==> src/rtl/out_display_pkg.sv <==
// out_display_pkg: shared definitions for the output-register display driver.
//   state_t        FSM states (IDLE, CONVERT, COMMIT)
//   BCD_DIGITS     number of BCD nibbles produced by the converter (0..255)
//   SEG_BLANK/MINUS special segment codes (gfedcba, active high)
//   seg_of_digit() BCD digit to seven-segment code; non-decimal codes blank
package out_display_pkg;

   typedef enum logic [1:0] {
      IDLE    = 2'd0,
      CONVERT = 2'd1,
      COMMIT  = 2'd2
   } state_t;

   localparam int unsigned BCD_DIGITS = 3;

   localparam logic [6:0] SEG_BLANK = 7'h00;
   localparam logic [6:0] SEG_MINUS = 7'h40;

   function automatic logic [6:0] seg_of_digit(input logic [3:0] d);
      logic [6:0] s;
      case (d)
         4'd0:    s = 7'h3F;
         4'd1:    s = 7'h06;
         4'd2:    s = 7'h5B;
         4'd3:    s = 7'h4F;
         4'd4:    s = 7'h66;
         4'd5:    s = 7'h6D;
         4'd6:    s = 7'h7D;
         4'd7:    s = 7'h07;
         4'd8:    s = 7'h7F;
         4'd9:    s = 7'h6F;
         default: s = SEG_BLANK;
      endcase
      return s;
   endfunction

endpackage

==> src/rtl/out_display_if.sv <==
// out_display_if: output-register write port of out_display.
//   i_clke  clock enable qualifying i_load
//   i_load  output-register load strobe
//   i_data  value written to the output register
//   o_busy  conversion or pending value outstanding
// master drives the write (CPU side), slave is the display driver.
interface out_display_if #(
   parameter int unsigned DATA_WIDTH = 8
);
   logic                  i_clke;
   logic                  i_load;
   logic [DATA_WIDTH-1:0] i_data;
   logic                  o_busy;

   modport master (output i_clke, output i_load, output i_data, input o_busy);
   modport slave  (input i_clke, input i_load, input i_data, output o_busy);
endinterface

==> src/rtl/bin2bcd_serial.sv <==
// bin2bcd_serial: serial shift-add-3 (double dabble) binary to BCD converter.
//   i_clk, i_reset_n  clock, asynchronous active-low reset
//   i_start           load i_bin and begin DATA_WIDTH conversion steps
//   i_bin             binary value to convert
//   o_last            the final conversion step is taken at the next edge
//   o_done            result valid; pulses for one cycle after the last step
//   o_bcd             BCD result, BCD_DIGITS nibbles, ones in [3:0]
module bin2bcd_serial
   import out_display_pkg::*;
#(
   parameter int unsigned DATA_WIDTH = 8
) (
   input  logic                    i_clk,
   input  logic                    i_reset_n,
   input  logic                    i_start,
   input  logic [DATA_WIDTH-1:0]   i_bin,
   output logic                    o_last,
   output logic                    o_done,
   output logic [4*BCD_DIGITS-1:0] o_bcd
);
   localparam int unsigned   CW    = $clog2(DATA_WIDTH + 1);
   localparam logic [CW-1:0] STEPS = CW'(DATA_WIDTH);

   logic [DATA_WIDTH-1:0]   shreg;
   logic [CW-1:0]           step;
   logic                    active;
   logic [4*BCD_DIGITS-1:0] adj;

   // add 3 to every nibble >= 5 before the shift
   always_comb begin
      adj = o_bcd;
      for (int unsigned i = 0; i < BCD_DIGITS; i++) begin
         if (o_bcd[4*i +: 4] >= 4'd5)
            adj[4*i +: 4] = o_bcd[4*i +: 4] + 4'd3;
      end
   end

   always_ff @(posedge i_clk or negedge i_reset_n) begin
      if (!i_reset_n) begin
         shreg  <= '0;
         step   <= '0;
         active <= 1'b0;
         o_bcd  <= '0;
      end else if (i_start) begin
         shreg  <= i_bin;
         step   <= '0;
         active <= 1'b1;
         o_bcd  <= '0;
      end else if (active) begin
         if (step == STEPS) begin
            active <= 1'b0;
         end else begin
            o_bcd <= {adj[4*BCD_DIGITS-2:0], shreg[DATA_WIDTH-1]};
            shreg <= shreg << 1;
            step  <= step + 1'b1;
         end
      end
   end

   assign o_last = active && (step == STEPS - 1'b1);
   assign o_done = active && (step == STEPS);

endmodule

==> src/rtl/out_display.sv <==
// out_display: captures output-register writes, converts them to BCD and
// drives a four-digit time-multiplexed seven-segment display.
//   i_clk, i_reset_n  clock, asynchronous active-low reset
//   bus               out_display_if.slave: i_clke, i_load, i_data, o_busy
//   o_an              one-hot digit enable, bit 0 = least-significant digit
//   o_seg             segments gfedcba, active high
// Build option: OUT_SIGNED_EN treats i_data as two's complement and shows a
// minus sign on digit 3 for negative values.
module out_display
   import out_display_pkg::*;
#(
   parameter int unsigned DATA_WIDTH = 8,
   parameter int unsigned SCAN_DIV   = 1024
) (
   input  logic            i_clk,
   input  logic            i_reset_n,
   out_display_if.slave    bus,
   output logic [3:0]      o_an,
   output logic [6:0]      o_seg
);
   localparam int unsigned SW = $clog2(SCAN_DIV);

   state_t                  state, state_nx;
   logic                    load, do_start, do_commit;
   logic                    pend_valid;
   logic [DATA_WIDTH-1:0]   pend_data, start_data, conv_mag;
   logic                    conv_last, conv_done;
   logic [4*BCD_DIGITS-1:0] bcd, disp_bcd;
   logic                    disp_neg;
   logic [SW-1:0]           scan_cnt;
   logic [1:0]              scan_idx;
   logic [3:0]              an_nx;
   logic [6:0]              seg_nx;
   logic [3:0]              d_ones, d_tens, d_hund;

   assign load = bus.i_load & bus.i_clke;
   // a load in the same cycle supersedes the pending value
   assign start_data = load ? bus.i_data : pend_data;

`ifdef OUT_SIGNED_EN
   logic start_neg, conv_neg;
   assign start_neg = start_data[DATA_WIDTH-1];
   assign conv_mag  = start_neg ? -start_data : start_data;

   always_ff @(posedge i_clk or negedge i_reset_n) begin
      if (!i_reset_n) begin
         conv_neg <= 1'b0;
         disp_neg <= 1'b0;
      end else begin
         if (do_start)  conv_neg <= start_neg;
         if (do_commit) disp_neg <= conv_neg;
      end
   end
`else
   assign conv_mag = start_data;
   assign disp_neg = 1'b0;
`endif

   bin2bcd_serial #(.DATA_WIDTH(DATA_WIDTH)) u_bin2bcd (
      .i_clk     (i_clk),
      .i_reset_n (i_reset_n),
      .i_start   (do_start),
      .i_bin     (conv_mag),
      .o_last    (conv_last),
      .o_done    (conv_done),
      .o_bcd     (bcd)
   );

   // FSM: state register
   always_ff @(posedge i_clk or negedge i_reset_n) begin
      if (!i_reset_n) state <= IDLE;
      else            state <= state_nx;
   end

   // FSM: next state
   always_comb begin
      state_nx = state;
      case (state)
         IDLE:    if (load || pend_valid) state_nx = CONVERT;
         CONVERT: if (conv_last)          state_nx = COMMIT;
         COMMIT:                          state_nx = IDLE;
         default:                         state_nx = IDLE;
      endcase
   end

   // FSM: outputs
   always_comb begin
      do_start   = (state == IDLE) && (load || pend_valid);
      do_commit  = (state == COMMIT) && conv_done;
      bus.o_busy = (state != IDLE) || pend_valid;
   end

   // one-deep pending register, newest write wins
   always_ff @(posedge i_clk or negedge i_reset_n) begin
      if (!i_reset_n) begin
         pend_valid <= 1'b0;
         pend_data  <= '0;
      end else if (load && (state != IDLE)) begin
         pend_valid <= 1'b1;
         pend_data  <= bus.i_data;
      end else if (do_start) begin
         pend_valid <= 1'b0;
      end
   end

   always_ff @(posedge i_clk or negedge i_reset_n) begin
      if (!i_reset_n)     disp_bcd <= '0;
      else if (do_commit) disp_bcd <= bcd;
   end

   // free-running scan, independent of i_clke
   always_ff @(posedge i_clk or negedge i_reset_n) begin
      if (!i_reset_n) begin
         scan_cnt <= '0;
         scan_idx <= '0;
      end else if (scan_cnt == SW'(SCAN_DIV - 1)) begin
         scan_cnt <= '0;
         scan_idx <= scan_idx + 2'd1;
      end else begin
         scan_cnt <= scan_cnt + 1'b1;
      end
   end

   assign d_ones = disp_bcd[3:0];
   assign d_tens = disp_bcd[7:4];
   assign d_hund = disp_bcd[11:8];

   always_comb begin
      an_nx  = 4'b0001;
      seg_nx = seg_of_digit(d_ones);
      case (scan_idx)
         2'd1: begin
            an_nx  = 4'b0010;
            seg_nx = (d_hund == 4'd0 && d_tens == 4'd0) ? SEG_BLANK : seg_of_digit(d_tens);
         end
         2'd2: begin
            an_nx  = 4'b0100;
            seg_nx = (d_hund == 4'd0) ? SEG_BLANK : seg_of_digit(d_hund);
         end
         2'd3: begin
            an_nx  = 4'b1000;
            seg_nx = disp_neg ? SEG_MINUS : SEG_BLANK;
         end
         default: ;
      endcase
   end

   always_ff @(posedge i_clk or negedge i_reset_n) begin
      if (!i_reset_n) begin
         o_an  <= 4'b0001;
         o_seg <= 7'h3F;
      end else begin
         o_an  <= an_nx;
         o_seg <= seg_nx;
      end
   end

endmodule

==> src/flat_wrapper.sv <==
// flat-port wrapper written by rule: the top's interface ports become plain ports
module out_display_flat import out_display_pkg::*;
#(
   parameter int unsigned DATA_WIDTH = 8,
   parameter int unsigned SCAN_DIV   = 1024
)
  (i_clk, i_reset_n, o_an, o_seg, bus_i_clke, bus_i_load, bus_i_data, bus_o_busy);
  out_display_if #(.DATA_WIDTH(DATA_WIDTH)) bus_i ();
  input  logic i_clk;
  input  logic i_reset_n;
  output logic [3:0] o_an;
  output logic [6:0] o_seg;
  input wire logic [$bits(bus_i.i_clke)-1:0] bus_i_clke;
  input wire logic [$bits(bus_i.i_load)-1:0] bus_i_load;
  input wire logic [$bits(bus_i.i_data)-1:0] bus_i_data;
  output wire logic [$bits(bus_i.o_busy)-1:0] bus_o_busy;
  assign bus_i.i_clke = bus_i_clke;
  assign bus_i.i_load = bus_i_load;
  assign bus_i.i_data = bus_i_data;
  assign bus_o_busy = bus_i.o_busy;
  out_display #(.DATA_WIDTH(DATA_WIDTH), .SCAN_DIV(SCAN_DIV)) u_core (.i_clk(i_clk), .i_reset_n(i_reset_n), .bus(bus_i), .o_an(o_an), .o_seg(o_seg));
endmodule
==> config.mk <==
export PLATFORM = sky130hd
export DESIGN_NAME = out_display_flat
export DESIGN_NICKNAME = d
export VERILOG_FILES = /design/src/rtl/out_display_pkg.sv /design/src/rtl/out_display_if.sv /design/src/rtl/bin2bcd_serial.sv /design/src/rtl/out_display.sv /design/src/flat_wrapper.sv
export SDC_FILE = /design/constraint.sdc
export NUM_CORES = 1
export LEC_CHECK = 0
export ABC_AREA = 1
export BUFFER_PORTS_ARGS = -buffer_cell sky130_fd_sc_hd__buf_2
export CORE_MARGIN = 1
export CORE_UTILIZATION = 35
export DETAILED_ROUTE_END_ITERATION = 6
export HOLD_SLACK_MARGIN = 0.1
export PLACE_DENSITY_LB_ADDON = 0.15
export SYNTH_ARGS = -nofsm -noshare
export SYNTH_HDL_FRONTEND = slang
export SYNTH_SLANG_ARGS = --single-unit
export TNS_END_PERCENT = 5
==> constraint.sdc <==
create_clock -name i_clk -period 2.18 [get_ports i_clk]
set_clock_uncertainty 0.05 [all_clocks]
set_input_delay 0.436 -clock i_clk [delete_from_list [all_inputs] [get_ports i_clk]]
set_output_delay 0.436 -clock i_clk [all_outputs]
set_load 0.02 [all_outputs]
* Word level (Yosys, flattened, before mapping)
Memories as Yosys holds them, arrays and structs flattened.
Index checks and enable logic that the tools add are counted.
** Word-level totals
- Bits in registers :: 71
- Bits in read-only memories :: 336
- Word-level logic and storage cells :: 78
- Memories kept :: 3
** Memories
- (name not given) :: words 16, bits a word 7, rd ports 1, clocked after Yosys merged registers in 0, write ports 0, RTL line out_display_pkg.sv:21 : case (d)
- (name not given) :: words 16, bits a word 7, rd ports 1, clocked after Yosys merged registers in 0, write ports 0, RTL line out_display_pkg.sv:21
- (name not given) :: words 16, bits a word 7, rd ports 1, clocked after Yosys merged registers in 0, write ports 0, RTL line out_display_pkg.sv:21
** Operators by class
- Add/sub/neg operators :: 6
- Order comparisons :: 3
- Equality and inequality tests :: 11
- Muxes and demuxes :: 26
- Bitwise operators :: 1
- Reductions and logical operators :: 16
** Operator list (count)
- $mux 12 :: 3
- $mux 8 :: 4
- $pmux 7 s3 :: 1
- $mux 4 :: 5
- $mux 7 :: 2
- $ge 4x3->1 const B :: 3
- $pmux 4 s3 :: 1
- $add 10x1->10 const B :: 1
- $eq 10x10->1 const B :: 1
- $mux 10 :: 1
- $add 4x2->4 const B :: 2
- $logic_not 4->1 :: 2
- $eq 2x2->1 const B :: 3
- $logic_and 1x1->1 :: 6
- $reduce_bool 2->1 :: 3
- $mux 1 :: 5
- $add 4x1->4 const B :: 1
- $eq 2x1->1 const B :: 2
- $eq 4x3->1 const B :: 1
- $eq 4x4->1 const B :: 1
- $mux 2 :: 2
- $ne 2x1->1 const B :: 2
- $pmux 2 s2 :: 1
- $reduce_and 2->1 :: 2
- 7 further kinds :: 8

* Logic depth before layout (Yosys ltp)
- Depth after elaboration :: 5
- Mapped depth :: 9
- Depth with buffers taken out :: 9

* Hierarchy
From an unflattened synthesis, not the netlist that was laid out.
** Unflattened totals
- Cell total of the unflattened synthesis :: 488
- Area, all modules :: 4020.1 um2
** Modules (own cells, without submodules)
- out_display :: instances 1, cells each 310, area an instance 2562.5 um2, seq. area each 1159.9 um2
- bin2bcd_serial :: instances 1, cells each 178, area an instance 1457.6 um2, seq. area each 625.6 um2

* Worst setup path after synthesis
No wires, ideal clock.
- Kind :: register to register
- Start :: register u_core.u_bin2bcd.step[0]
- End :: register u_core.disp_bcd[10]
- Library setup time :: 0.127 ns
- Arrival :: 1.182 ns
- Required time :: 2.003 ns
- Slack :: 0.821 ns
- Stages on the path, launching flop included :: 9
- Path buffers :: 1
- Period minus slack after synthesis :: 1.359 ns
- Path through :: dfrtp_1 inv_1 ha_1 nand3_2 inv_1 nand3_2 buf_2 nand2_1 o21ai_0
** On the way
- Cells in the longest elaborated chain, start to end :: 3
** RTL lines
- start, declared :: RTL line bin2bcd_serial.sv:25 : logic [CW-1:0] step;
- start signal, assigned :: RTL line bin2bcd_serial.sv:55 : step <= step + 1'b1;
- $eq 4x4->1 :: RTL line bin2bcd_serial.sv:61 : assign o_done = active && (step == STEPS);
- $logic_and 1x1->1 :: RTL line bin2bcd_serial.sv:61
- $logic_and 1x1->1 :: RTL line out_display.sv:89 : do_commit = (state == COMMIT) && conv_done;
- end signal, assigned :: RTL line out_display.sv:107 : if (!i_reset_n) disp_bcd <= '0;
- end signal, assigned :: RTL line out_display.sv:108 : else if (do_commit) disp_bcd <= bcd;
- end, declared :: RTL line out_display.sv:28 : logic [4*BCD_DIGITS-1:0] bcd, disp_bcd;
Every way passes these cells.
A chain may end at the register's enable or synchronous reset.

* Worst setup path after layout
- Start :: register u_core.state[1]
- End :: output port bus_o_busy
** On the way
- Cells in the longest elaborated chain, start to end :: 2
** RTL lines
- start, declared :: RTL line out_display.sv:23 : state_t state, state_nx;
- start signal, assigned :: RTL line out_display.sv:72 : else state <= state_nx;
- $reduce_bool 2->1 :: RTL line out_display.sv:90 : bus.o_busy = (state != IDLE) || pend_valid;
- $logic_or 1x1->1 :: RTL line out_display.sv:90
- end, declared :: RTL line flat_wrapper.sv:16 : output wire logic [$bits(bus_i.o_busy)-1:0] bus_o_busy;
Every way passes these cells.

==> impl_metrics.py <==
metrics = {
    "grt": {
        "antenna_found_initial": 0,
        "grt_pass1_vias": 2858,
        "grt_max_degree": 72,
        "track_usage_pct": 13.6,
        "grt_first_pass_wirelength_um": 12300,
        "overflow": 0,
    },
    "critical_path": {
        "crit_fanout": 3,
        "r2r_slack_ns": 0.55,
        "criticalPathCategory": "reg2out",
        "crit_required_ns": 1.69,
        "start_kind": "flip-flop",
        "crit_arrival_ns": 1.16,
        "crit_path_end_kind": "output port",
    },
    "floorplanning": {
        "num_rows": 38,
        "die_y_um": 107,
        "dieArea_um2": 11500,
        "fp.dieW_um": 107,
        "pin_count": 24,
        "coreArea_um2": 10800,
        "start_util_pct": 35.9,
    },
    "routing": {
        "wl_per_cell_um": 10.8,
        "ant_nets": 0,
        "wirelength_um": 7010,
        "drc_errors": 0,
        "drt_iter0_drc": 151,
        "firstDrtPassIters": 6,
        "vias_per_cell": 4.52,
        "vias": 2918,
    },
    "power": {
        "power.density_nw_per_um2": 1200,
        "ir_drop_mv": 0.535,
        "p_leak_nw": 2.27,
    },
    "synthesis": {
        "postSynthCellCount": 472,
        "synthArstFlopShare_pct": 100,
        "synthDistinctLibCells": 32,
        "synth_edf_count": 0,
        "synth_nets": 513,
        "synth_area_um2": 3870,
        "syn_avg_cell_area_um2": 8.20,
        "yosys_register_bits": 71,
        "synthTopCellsByArea": "dfrtp_1 (41%), nand2_1 (14%), ha_1 (9.4%), inv_1 (5.9%), o21ai_0 (4.8%)",
        "yosysTopAreaCellShare_pct": 41.4,
        "yosys.area.top_type": "dfrtp_1",
        "yosys_warnings": 0,
        "synth_seq_area_share_pct": 46.1,
        "synthFlopType": "dfrtp_1",
    },
    "timing": {
        "slew_violations": 0,
        "timing_hold_violations_final": 0,
        "timing.fmax_ghz": 0.606,
        "setup_violations": 0,
        "slew_headroom_pct": 37.4,
        "post-route-min-period_ns": 1.65,
        "worst_slack_ns": 0.530,
        "post-route-period-util_pct": 75.7,
        "rsz0062_at_grt": "false",
        "worstMarginPinSlew_ns": 0.933,
        "fin_setup_tns_ns": 0,
    },
    "clocking": {
        "clock_latency_ns": 0.34,
        "cts_tree": "yes",
        "cts_hold_buf": 1,
        "clock-root-buffer": "clkbuf_8",
        "cts-buffers-inserted": 9,
        "h-tree-depth": 3,
        "cts_setup_buffers": 0,
        "cts.clk_slew.worst_paths_ns": 0.08,
        "cts_num_sinks": 71,
        "post_cts_resized": 0,
        "clockBufferDepth": 2,
    },
    "finish": {
        "drive_gt1_share_pct": 13.8,
        "fillers": 1078,
        "areaGrowthSynthToFinish_pct": 12.4,
        "fin_cells": 646,
        "diodes": 0,
        "final_nets": 542,
        "fin_util_pct": 40.3,
    },
    "status": {
        "status": "complete, no violations",
    },
    "place": {
        "dp.final_hpwl_um": 4910,
        "place_inst": 629,
        "io_buffers": 23,
        "place.gp.congestion": 0.781,
        "place_ws_ns": 0.457,
    },
    "min_path": {
        "hold_class": "in2reg",
    },
    "run": {
        "max-cap-violations": 0,
    },
}
-- critical path: stages (launching register included) --
cell     delay (ns)
dfrtp_1        0.40
nor2_2         0.20
nand2_1        0.06
buf_2          0.16
-- cells by family (layout without fill, tap and decap cells) --
group | Yosys count | in the layout | share of synthesized area [%]
adders and majority gates | 29 | 29 | 9.38
and+or+nand+nor | 222 | 222 | 24.9
AOI/OAI and AO/OA | 67 | 67 | 9.51
DFF | 71 | 71 | 46.1
buffers and inverters | 74 | 108 | 8.05
xor gates and xnor gates | 9 | 9 | 2.04
-- metal layers --
| layer | track usage [%] | routed length (um) |
|---|---|---|
| met1 | 16.9 | 3530 |
| met2 | 22.4 | 3120 |
| met3 | 3.83 | 217 |
| met4 | 5.09 | 140 |
| met5 | 0 | 0 |
-- worst paths after layout --
kind	from	to	cells past startpoint
setup / recovery	u_core.state[1]	bus_o_busy	3
hold / removal	bus_i_data[0]	u_core.pend_data[0]	3
setup reg to reg	u_core.u_bin2bcd.step[0]	u_core.u_bin2bcd.o_bcd[2]	7
hold reg to reg	u_core.pend_data[1]	u_core.pend_data[1]	2
max in group asynchronous	i_reset_n	u_core.u_bin2bcd.step[0]	3
min in group asynchronous	i_reset_n	u_core.o_seg[6]	3
-- placed cells by master (no fill, tap or decap), drive strengths merged, types with 4 or more instances in the layout --
| master | synthesis | final |
|---|---|---|
| buf | 6 | 24 |
| o21ai | 49 | 49 |
| a21oi | 10 | 10 |
| clkbuf | 1 | 9 |
| nor2 | 27 | 27 |
| or2 | 4 | 4 |
| dfstp | 7 | 7 |
| o211ai | 7 | 7 |
| nand2 | 148 | 148 |
| xor2 | 9 | 9 |
| nand3 | 35 | 35 |
| inv | 67 | 69 |
| ha | 29 | 29 |
| dfrtp | 64 | 64 |
-- state kept, by name, indices dropped and copies added (netlist names) --
name / flops
u_core.scan_cnt: 10
u_core.u_bin2bcd.o_bcd: 12
u_core.state: 2
u_core.o_an: 4
u_core.u_bin2bcd.shreg: 8
u_core.o_seg: 7
u_core.pend_valid: 1
u_core.u_bin2bcd.active: 1
u_core.pend_data: 8
u_core.u_bin2bcd.step: 4
u_core.scan_idx: 2
u_core.disp_bcd: 12
-- cell usage after synthesis, drive strengths merged, types with 3 or more instances --
cell and number:
o21ai 49, o211ai 7, nor2 27, buf 6, xor2 9, dfstp 7
a21oi 10, inv 67, or2 4, nor3 3, dfrtp 64, ha 29
nand4 3, nand3 35, nand2 148
-- area by class of cell --
type,count,area [um2],share of cell area (%)
clock buffer,9,124,2.85
timing repair buffer,25,145,3.34
clock inverter,7,95.1,2.19
tap,140,175,4.03
sequential,71,1790,41.0
multi-input combinational,327,1770,40.7
inverter,67,254,5.84
-- stage by stage --
step	hold slack, ns	instance area, um2	total power, mW
floorplan	0.0904	3870	3.68
global placement	0.417	4120	4.08
detailed placement	0.425	4120	4.12
CTS	0.282	4350	5.32
global route	0.284	4350	5.76
finish	0.299	4350	5.24
-- power breakdown --
part	switching [mW]	leakage, nW	internal, mW
logic	1.29	1.27	0.711
clock network	0.518	0.110	0.648
registers	0.288	0.882	1.78
total	2.09	2.27	3.14
No activity file was read; power rests on OpenSTA's default activity.
